--- src/rtl/ddr_burst_reader.sv ---
// DDR burst read initiator feeding a first-word-fall-through FIFO; optional abort via DDR_BURST_READER_ABORT_EN.
// Latency: first out_valid one cycle after the first rvalid beat; done one cycle after the last word handshake.
// Backpressure: a burst is issued only when the FIFO can hold all of it; a stalled out_ready holds the FSM in PLAN.

module ddr_burst_reader_fifo #(
  parameter int WIDTH = 32,
  parameter int DEPTH = 64,
  localparam int AW = $clog2(DEPTH)
) (
  input  logic             clk,
  input  logic             reset,
  input  logic             clear,
  input  logic             push,
  input  logic [WIDTH-1:0] push_data,
  input  logic             pop,
  output logic [WIDTH-1:0] head,
  output logic             empty,
  output logic [AW:0]      count,
  output logic             overflow
);
  logic [WIDTH-1:0] mem [DEPTH];
  logic [AW-1:0]    wr_ptr;
  logic [AW-1:0]    rd_ptr;
  logic             full;
  logic             do_push;
  logic             do_pop;

  assign empty    = (count == '0);
  assign full     = (count == (AW+1)'(DEPTH));
  assign do_pop   = pop && !empty;
  // A pop in the same cycle frees the slot the push lands in.
  assign do_push  = push && (!full || do_pop);
  assign overflow = push && full && !do_pop;
  assign head     = mem[rd_ptr];

  always_ff @(posedge clk or posedge reset) begin
    if (reset) begin
      wr_ptr <= '0;
      rd_ptr <= '0;
      count  <= '0;
    end else if (clear) begin
      wr_ptr <= '0;
      rd_ptr <= '0;
      count  <= '0;
    end else begin
      if (do_push) wr_ptr <= wr_ptr + 1'b1;
      if (do_pop)  rd_ptr <= rd_ptr + 1'b1;
      count <= count + (AW+1)'(do_push) - (AW+1)'(do_pop);
    end
  end

  always_ff @(posedge clk) begin
    if (do_push) mem[wr_ptr] <= push_data;
  end
endmodule

module ddr_burst_reader #(
  parameter int         ADDR_BITS  = 26,
  parameter int         COL_BITS   = 11,
  parameter int         MAX_BURST  = 16,
  parameter int         FIFO_DEPTH = 64,
  parameter logic [1:0] RD_ID      = 2'd1
) (
  input  logic                 clk,
  input  logic                 reset,
`ifdef DDR_BURST_READER_ABORT_EN
  input  logic                 abort,
`endif
  input  logic                 start,
  input  logic [ADDR_BITS-1:0] base_addr,
  input  logic [19:0]          word_count,
  output logic                 busy,
  output logic                 done,
  output logic                 err,
  output logic                 arw_valid,
  input  logic                 arw_ready,
  output logic [ADDR_BITS-1:0] arw_addr,
  output logic [7:0]           arw_len,
  output logic                 arw_write,
  output logic [1:0]           arw_id,
  output logic [2:0]           arw_size,
  output logic [1:0]           arw_burst,
  input  logic                 rvalid,
  output logic                 rready,
  input  logic                 rlast,
  input  logic [31:0]          rdata,
  input  logic [1:0]           rid,
  output logic                 out_valid,
  input  logic                 out_ready,
  output logic [31:0]          out_data
);
  localparam int CW        = $clog2(FIFO_DEPTH) + 1;
  localparam int ROW_WORDS = 1 << (COL_BITS - 1);

  localparam logic [2:0] S_IDLE  = 3'd0;
  localparam logic [2:0] S_PLAN  = 3'd1;
  localparam logic [2:0] S_ISSUE = 3'd2;
  localparam logic [2:0] S_RECV  = 3'd3;
  localparam logic [2:0] S_DRAIN = 3'd4;
  localparam logic [2:0] S_FLUSH = 3'd5;

  logic [2:0]           state;
  logic [ADDR_BITS-1:0] addr;
  logic [19:0]          remaining;
  logic [8:0]           len_q;
  logic [20:0]          row_left;
  logic [20:0]          plan_len;
  logic [20:0]          fifo_free;
  logic [CW-1:0]        fifo_count;
  logic [31:0]          fifo_head;
  logic                 fifo_empty;
  logic                 fifo_push;
  logic                 fifo_pop;
  logic                 fifo_clear;
  logic                 fifo_overflow;
  logic                 abort_req;
  logic                 abort_pend;
  logic                 unused_addr_lsbs;

  assign unused_addr_lsbs = &{1'b0, base_addr[1:0]};

`ifdef DDR_BURST_READER_ABORT_EN
  assign abort_req = abort;
`else
  assign abort_req = 1'b0;
`endif

  assign arw_write = 1'b0;
  assign arw_id    = RD_ID;
  assign arw_size  = 3'b010;
  assign arw_burst = 2'b01;
  assign rready    = 1'b1;

  assign busy       = (state != S_IDLE);
  assign arw_valid  = (state == S_ISSUE);
  assign done       = ((state == S_DRAIN) && fifo_empty) || (state == S_FLUSH);
  assign out_valid  = !fifo_empty && (state != S_FLUSH);
  assign out_data   = fifo_head;
  assign fifo_pop   = out_valid && out_ready;
  assign fifo_push  = (state == S_RECV) && rvalid;
  assign fifo_clear = (state == S_FLUSH);

  // Burst length is capped by MAX_BURST, words left, and words left in the current DDR row.
  assign row_left  = 21'(ROW_WORDS) - 21'(addr[COL_BITS:2]);
  assign fifo_free = 21'(FIFO_DEPTH) - 21'(fifo_count);

  always_comb begin
    plan_len = 21'(MAX_BURST);
    if (21'(remaining) < plan_len) plan_len = 21'(remaining);
    if (row_left < plan_len)       plan_len = row_left;
  end

  always_ff @(posedge clk or posedge reset) begin
    if (reset) begin
      state      <= S_IDLE;
      addr       <= '0;
      remaining  <= '0;
      len_q      <= '0;
      arw_addr   <= '0;
      arw_len    <= '0;
      err        <= 1'b0;
      abort_pend <= 1'b0;
    end else begin
      if ((fifo_push && (rid != RD_ID)) || fifo_overflow) err <= 1'b1;
      case (state)
        S_IDLE: begin
          if (start) begin
            addr       <= {base_addr[ADDR_BITS-1:2], 2'b00};
            remaining  <= word_count;
            abort_pend <= 1'b0;
            state      <= S_PLAN;
          end
        end
        S_PLAN: begin
          if (abort_req) begin
            state <= S_FLUSH;
          end else if (remaining == '0) begin
            state <= S_DRAIN;
          end else if (fifo_free >= plan_len) begin
            len_q    <= plan_len[8:0];
            arw_addr <= addr;
            arw_len  <= 8'(plan_len - 21'd1);
            state    <= S_ISSUE;
          end
        end
        S_ISSUE: begin
          // Once the controller accepts, the burst must be received even if aborting.
          if (arw_ready) begin
            addr       <= addr + ADDR_BITS'({len_q, 2'b00});
            remaining  <= remaining - 20'(len_q);
            abort_pend <= abort_req;
            state      <= S_RECV;
          end else if (abort_req) begin
            state <= S_FLUSH;
          end
        end
        S_RECV: begin
          if (abort_req) abort_pend <= 1'b1;
          if (rvalid && rlast) state <= (abort_pend || abort_req) ? S_FLUSH : S_PLAN;
        end
        S_DRAIN: begin
          if (fifo_empty) state <= S_IDLE;
        end
        S_FLUSH: begin
          state <= S_IDLE;
        end
        default: begin
          state <= S_IDLE;
        end
      endcase
    end
  end

  ddr_burst_reader_fifo #(
    .WIDTH (32),
    .DEPTH (FIFO_DEPTH)
  ) u_fifo (
    .clk       (clk),
    .reset     (reset),
    .clear     (fifo_clear),
    .push      (fifo_push),
    .push_data (rdata),
    .pop       (fifo_pop),
    .head      (fifo_head),
    .empty     (fifo_empty),
    .count     (fifo_count),
    .overflow  (fifo_overflow)
  );
endmodule

--- config.mk ---
export PLATFORM = sky130hd
export DESIGN_NAME = ddr_burst_reader
export DESIGN_NICKNAME = d
export VERILOG_FILES = /design/src/rtl/ddr_burst_reader.sv
export SDC_FILE = /design/constraint.sdc
export NUM_CORES = 2
export LEC_CHECK = 0
export BUFFER_PORTS_ARGS = -buffer_cell sky130_fd_sc_hd__buf_2
export CAP_MARGIN = 20
export CORE_ASPECT_RATIO = 0.5
export CORE_UTILIZATION = 50
export CTS_CLUSTER_SIZE = 16
export DETAILED_ROUTE_END_ITERATION = 16
export GPL_TIMING_DRIVEN = 0
export PLACE_DENSITY = 0.66
export SETUP_SLACK_MARGIN = 0.15
export SLEW_MARGIN = 20
export SYNTH_ARGS = -nofsm -noshare
export SYNTH_HDL_FRONTEND = slang
export SYNTH_SLANG_ARGS = --single-unit
--- constraint.sdc ---
create_clock -name clk -period 5.4 [get_ports clk]
set_input_delay 1.08 -clock clk [delete_from_list [all_inputs] [get_ports clk]]
set_output_delay 1.08 -clock clk [all_outputs]
set_load 0.02 [all_outputs]
==> reports/metrics.csv <==
metric,value,unit
Post-Synthesis Cells,3800,
met1 Usage GRT,0.3807,
Tmin final,5.217,ns
Tightest Pin Transition,1.188,ns
TritonCTS buffer count,191,
Worst Hold Class,in -> async,
"IR drop worst, VDD",0.3901,mV
DRC viols,0,
outcome,"finished, final reports clean",
"Arr. time, crit path",4.14,ns
critical path endpoint category,output pin,
initial antenna violation count,20,
most frequent CP cell,mux4_2,
max frequency,0.1917,GHz
busiest grt layer,met2,
vias in the first global route,42040,
Max-Cap Viols,0,
"Hold-fix buffers, CTS",0,
die width,585.3,um
grt ovf,0,
CTS tree,yes,
# port buffers,153,
row count,106,
setup violators final,0,
area of the multi-input gates,20410,um^2
CTS Root Cell,clkbuf_16,
first-pass GRT wire length,315.8,mm
antenna-violating nets left,0,
post-synthesis sequential area ratio,0.7547,
met3 GRT Util,0.06415,
Yosys reg bits,2156,
crit share post-route,0.9661,
IO Pins,167,
Critical Path RT,4.32,ns
crit-path max cell delay,0.61,ns
Seq pwr share,0.379,
"Slew Viols, Final",0,
hold slack,0.3622,ns
relative slew slack,0.2081,
largest net degree at the start of global routing,70,
DRT iter0 DRCs,6117,
skew final,0.06054,ns
final-layout fill cell count,11860,
Ys Warns,0,
area delta synth->final,15.05,%
Synth Cell Area,85070,um^2
Worst setup SP type,flop,
Clock Latency Late Sink,0.84,ns
RePlAce Congestion,0.9007,
Final Hold Viols,0,
RSZ-0062 raised after global routing,no,
ys flop type,edfxtp_1,
P_int,33.73,mW
final WL,225.9,mm
PD cells,521.1,nW/um^2
Worst path top cell family by delay,multiplexers,
syn avg cell area,22.39,um^2
fin util,0.5824,
layout cells sized above 1,0.3217,
register area,64200,um^2
Worst-path clk slew,0.06,ns
CTS Buffer Depth,4,
initial core utilization,0.5063,
via count,42680,
Die Ht,293.7,um
crit-path cells,clkbuf_2 > clkbuf_8 > clkbuf_2 > mux4_2 > mux4_2 > mux4_2 > buf_2,
CP max-delay cell,mux4_2,
dpl cells,6332,
Final nets,4420,
GRT Total Usage,0.2650,
via/cell ratio,6.378,
post-DP HPWL,148.9,mm
Comb pwr share,0.361,
fraction of registers with async set/reset,0.05009,
wire per inst,33.75,um
Clock Sinks,2156,
Post-synth EDFFs,2048,
H-tree depth,4,
core area,168000,um^2
WP buf/inv,4,
Layout Cells excl Fill,6692,
critical setup path kind,reg -> out,
Leakage,31.09,nW
CP max FO,10,
die area,171900,um^2
GRT met2 Usage,0.4087,
clock power share,0.260,
Pre-antenna DRT Iters,6,
Sw Ratio,0.3386,
Psw,17.27,mW
Yosys cell types,74,
[kinds of logic (layout without fill, tap and decap cells)]
family	count (synthesis)	count (layout)	synth area share
buf+inv	249	841	0.01341
compound gates	218	218	0.01615
simple gates	371	371	0.02031
other cells	2	34	0.00008828
fa+ha+maj	66	66	0.009972
xor+xnor	40	40	0.004118
flops	2156	2156	0.7547
mux	698	698	0.1813
[synth_stat cells, types with 6 or more instances]
master	count	area (um^2)
o21ai_0	61	305.3
nand4_1	13	81.33
nor4_1	6	37.54
dfrtp_1	108	2703
mux2_1	18	202.7
ha_1	63	788.3
o21a_1	12	90.09
clkbuf_1	120	450.4
buf_1	18	67.56
nand3b_1	7	52.55
buf_4	38	285.3
and3_1	8	50.05
inv_1	41	153.9
nand2_1	90	337.8
buf_2	27	135.1
o21ai_1	10	50.05
mux4_2	672	15130
o22ai_1	12	75.07
nor2_1	148	555.5
nor2b_1	11	68.82
nor3_1	25	125.1
xnor2_1	26	227.7
nand3_1	16	80.08
nand2b_1	8	50.05
a211oi_1	10	75.07
or3_1	10	62.56
a31oi_1	6	37.54
a21oi_1	54	270.3
xor2_1	14	122.6
edfxtp_1	2048	61500
[cell type report]
class	instances	share of cell area
sequential	2156	0.6560
multi-input combinational	1417	0.2085
clock buffer	244	0.05235
timing repair buffer	252	0.03127
tap	2268	0.02899
buffer	207	0.01324
clock inverter	96	0.007709
inverter	42	0.001662
antenna	10	0.0002557
[final timing paths]
| kind | startpoint | slack (ns) | depth (start not counted) | to |
|---|---|---|---|---|
| worst max-delay path | u_fifo.rd_ptr[1] | 0.18 | 7 | out_data[1] |
| worst min-delay path | reset | 0.36 | 2 | arw_addr[23] |
| worst max register to register | remaining[13] | 0.33 | 20 | arw_addr[15] |
| worst min register to register | arw_len[0] | 0.47 | 2 | arw_len[0] |
| max in group asynchronous | reset | 4.31 | 3 | u_fifo.count[5] |
| min in group clk | arw_len[0] | 0.47 | 2 | arw_len[0] |
[layer usage]
layer / vias to the layer above / part of all wire
li1: 16990 / -
met1: 22910 / 0.39
met2: 2451 / 0.46
met3: 330 / 0.12
met4: 0 / 0.031
met5: - / 0
[repair_timing]
action / 4_1_cts / 5_1_grt
setup endpoints to repair: 75 / 72
buffers inserted: 7 / 2
pin swaps: 5 / 7
gates cloned: 0 / 0
gates resized for setup: 123 / 30
[worst reg2reg max path: stages (launching register included)]
cell and delay [ns]:
dfrtp_1 0.45, nor4_4 0.39, nand2b_4 0.15, nor2_4 0.18, nand2_1 0.14, ha_1 0.34
a211o_1 0.28, a211o_1 0.28, nor4_2 0.17, o31a_1 0.15, buf_2 0.19, buf_6 0.17
nand2_1 0.12, ha_1 0.33, a21oi_1 0.15, o21ai_0 0.09, a22oi_1 0.25, a31oi_4 0.18
o211ai_4 0.37, buf_6 0.22, mux2_1 0.34
[placed cells by master, fill, tap and decap left out, types with 13 or more instances in the layout]
| cell | synthesis | routed |
|---|---|---|
| buf_4 | 38 | 84 |
| nand2_1 | 90 | 90 |
| a21oi_1 | 54 | 52 |
| nand3_1 | 16 | 16 |
| nand4_1 | 13 | 13 |
| nor2_4 | 0 | 65 |
| dfrtp_1 | 108 | 108 |
| clkbuf_16 | 0 | 195 |
| clkinv_1 | 0 | 43 |
| mux2_1 | 18 | 18 |
| nor2_1 | 148 | 84 |
| clkbuf_2 | 0 | 48 |
| buf_12 | 0 | 28 |
| o21ai_0 | 61 | 60 |
| inv_1 | 41 | 40 |
| buf_2 | 27 | 135 |
| xnor2_1 | 26 | 24 |
| buf_6 | 4 | 13 |
| buf_16 | 0 | 55 |
| xor2_1 | 14 | 14 |
| clkbuf_4 | 0 | 15 |
| clkbuf_1 | 120 | 99 |
| edfxtp_1 | 2048 | 2048 |
| ha_1 | 63 | 63 |
| conb_1 | 2 | 24 |
| clkinv_2 | 0 | 32 |
| nor3_1 | 25 | 23 |
| mux4_2 | 672 | 672 |
[sequential cells by signal, indices dropped and copies added, names as in the netlist]
register and cells:
addr 24, arw_addr 24, arw_len 8, err 1, len_q 9, remaining 20
state 3, u_fifo.count 7, u_fifo.mem 2048, u_fifo.rd_ptr 6, u_fifo.wr_ptr 6
[stage by stage]
stage	power [mW]	setup TNS (ns)	cell area [um^2]	worst slack (ns)
6_report	51.00	0	97870	0.1831
3_3_place_gp	37.28	-2925.31	88760	-1.684
3_5_place_dp	37.72	-32.00	91470	-0.8394
5_1_grt	52.59	0	97850	0.1502
4_1_cts	51.00	0	97730	0.1171
2_1_floorplan	30.56	0	85160	0.5785
[power by group through the flow]
stage | combinational, mW | sequential, mW | clock [mW]
after floorplan | 10.9 | 19.7 | 0
after global placement | 17.6 | 19.7 | 0
after detailed placement | 18.0 | 19.7 | 0
after CTS | 18.3 | 19.3 | 13.4
after global routing | 19.2 | 19.4 | 14.0
final | 18.4 | 19.3 | 13.2
No activity file was read; power rests on OpenSTA's default activity.
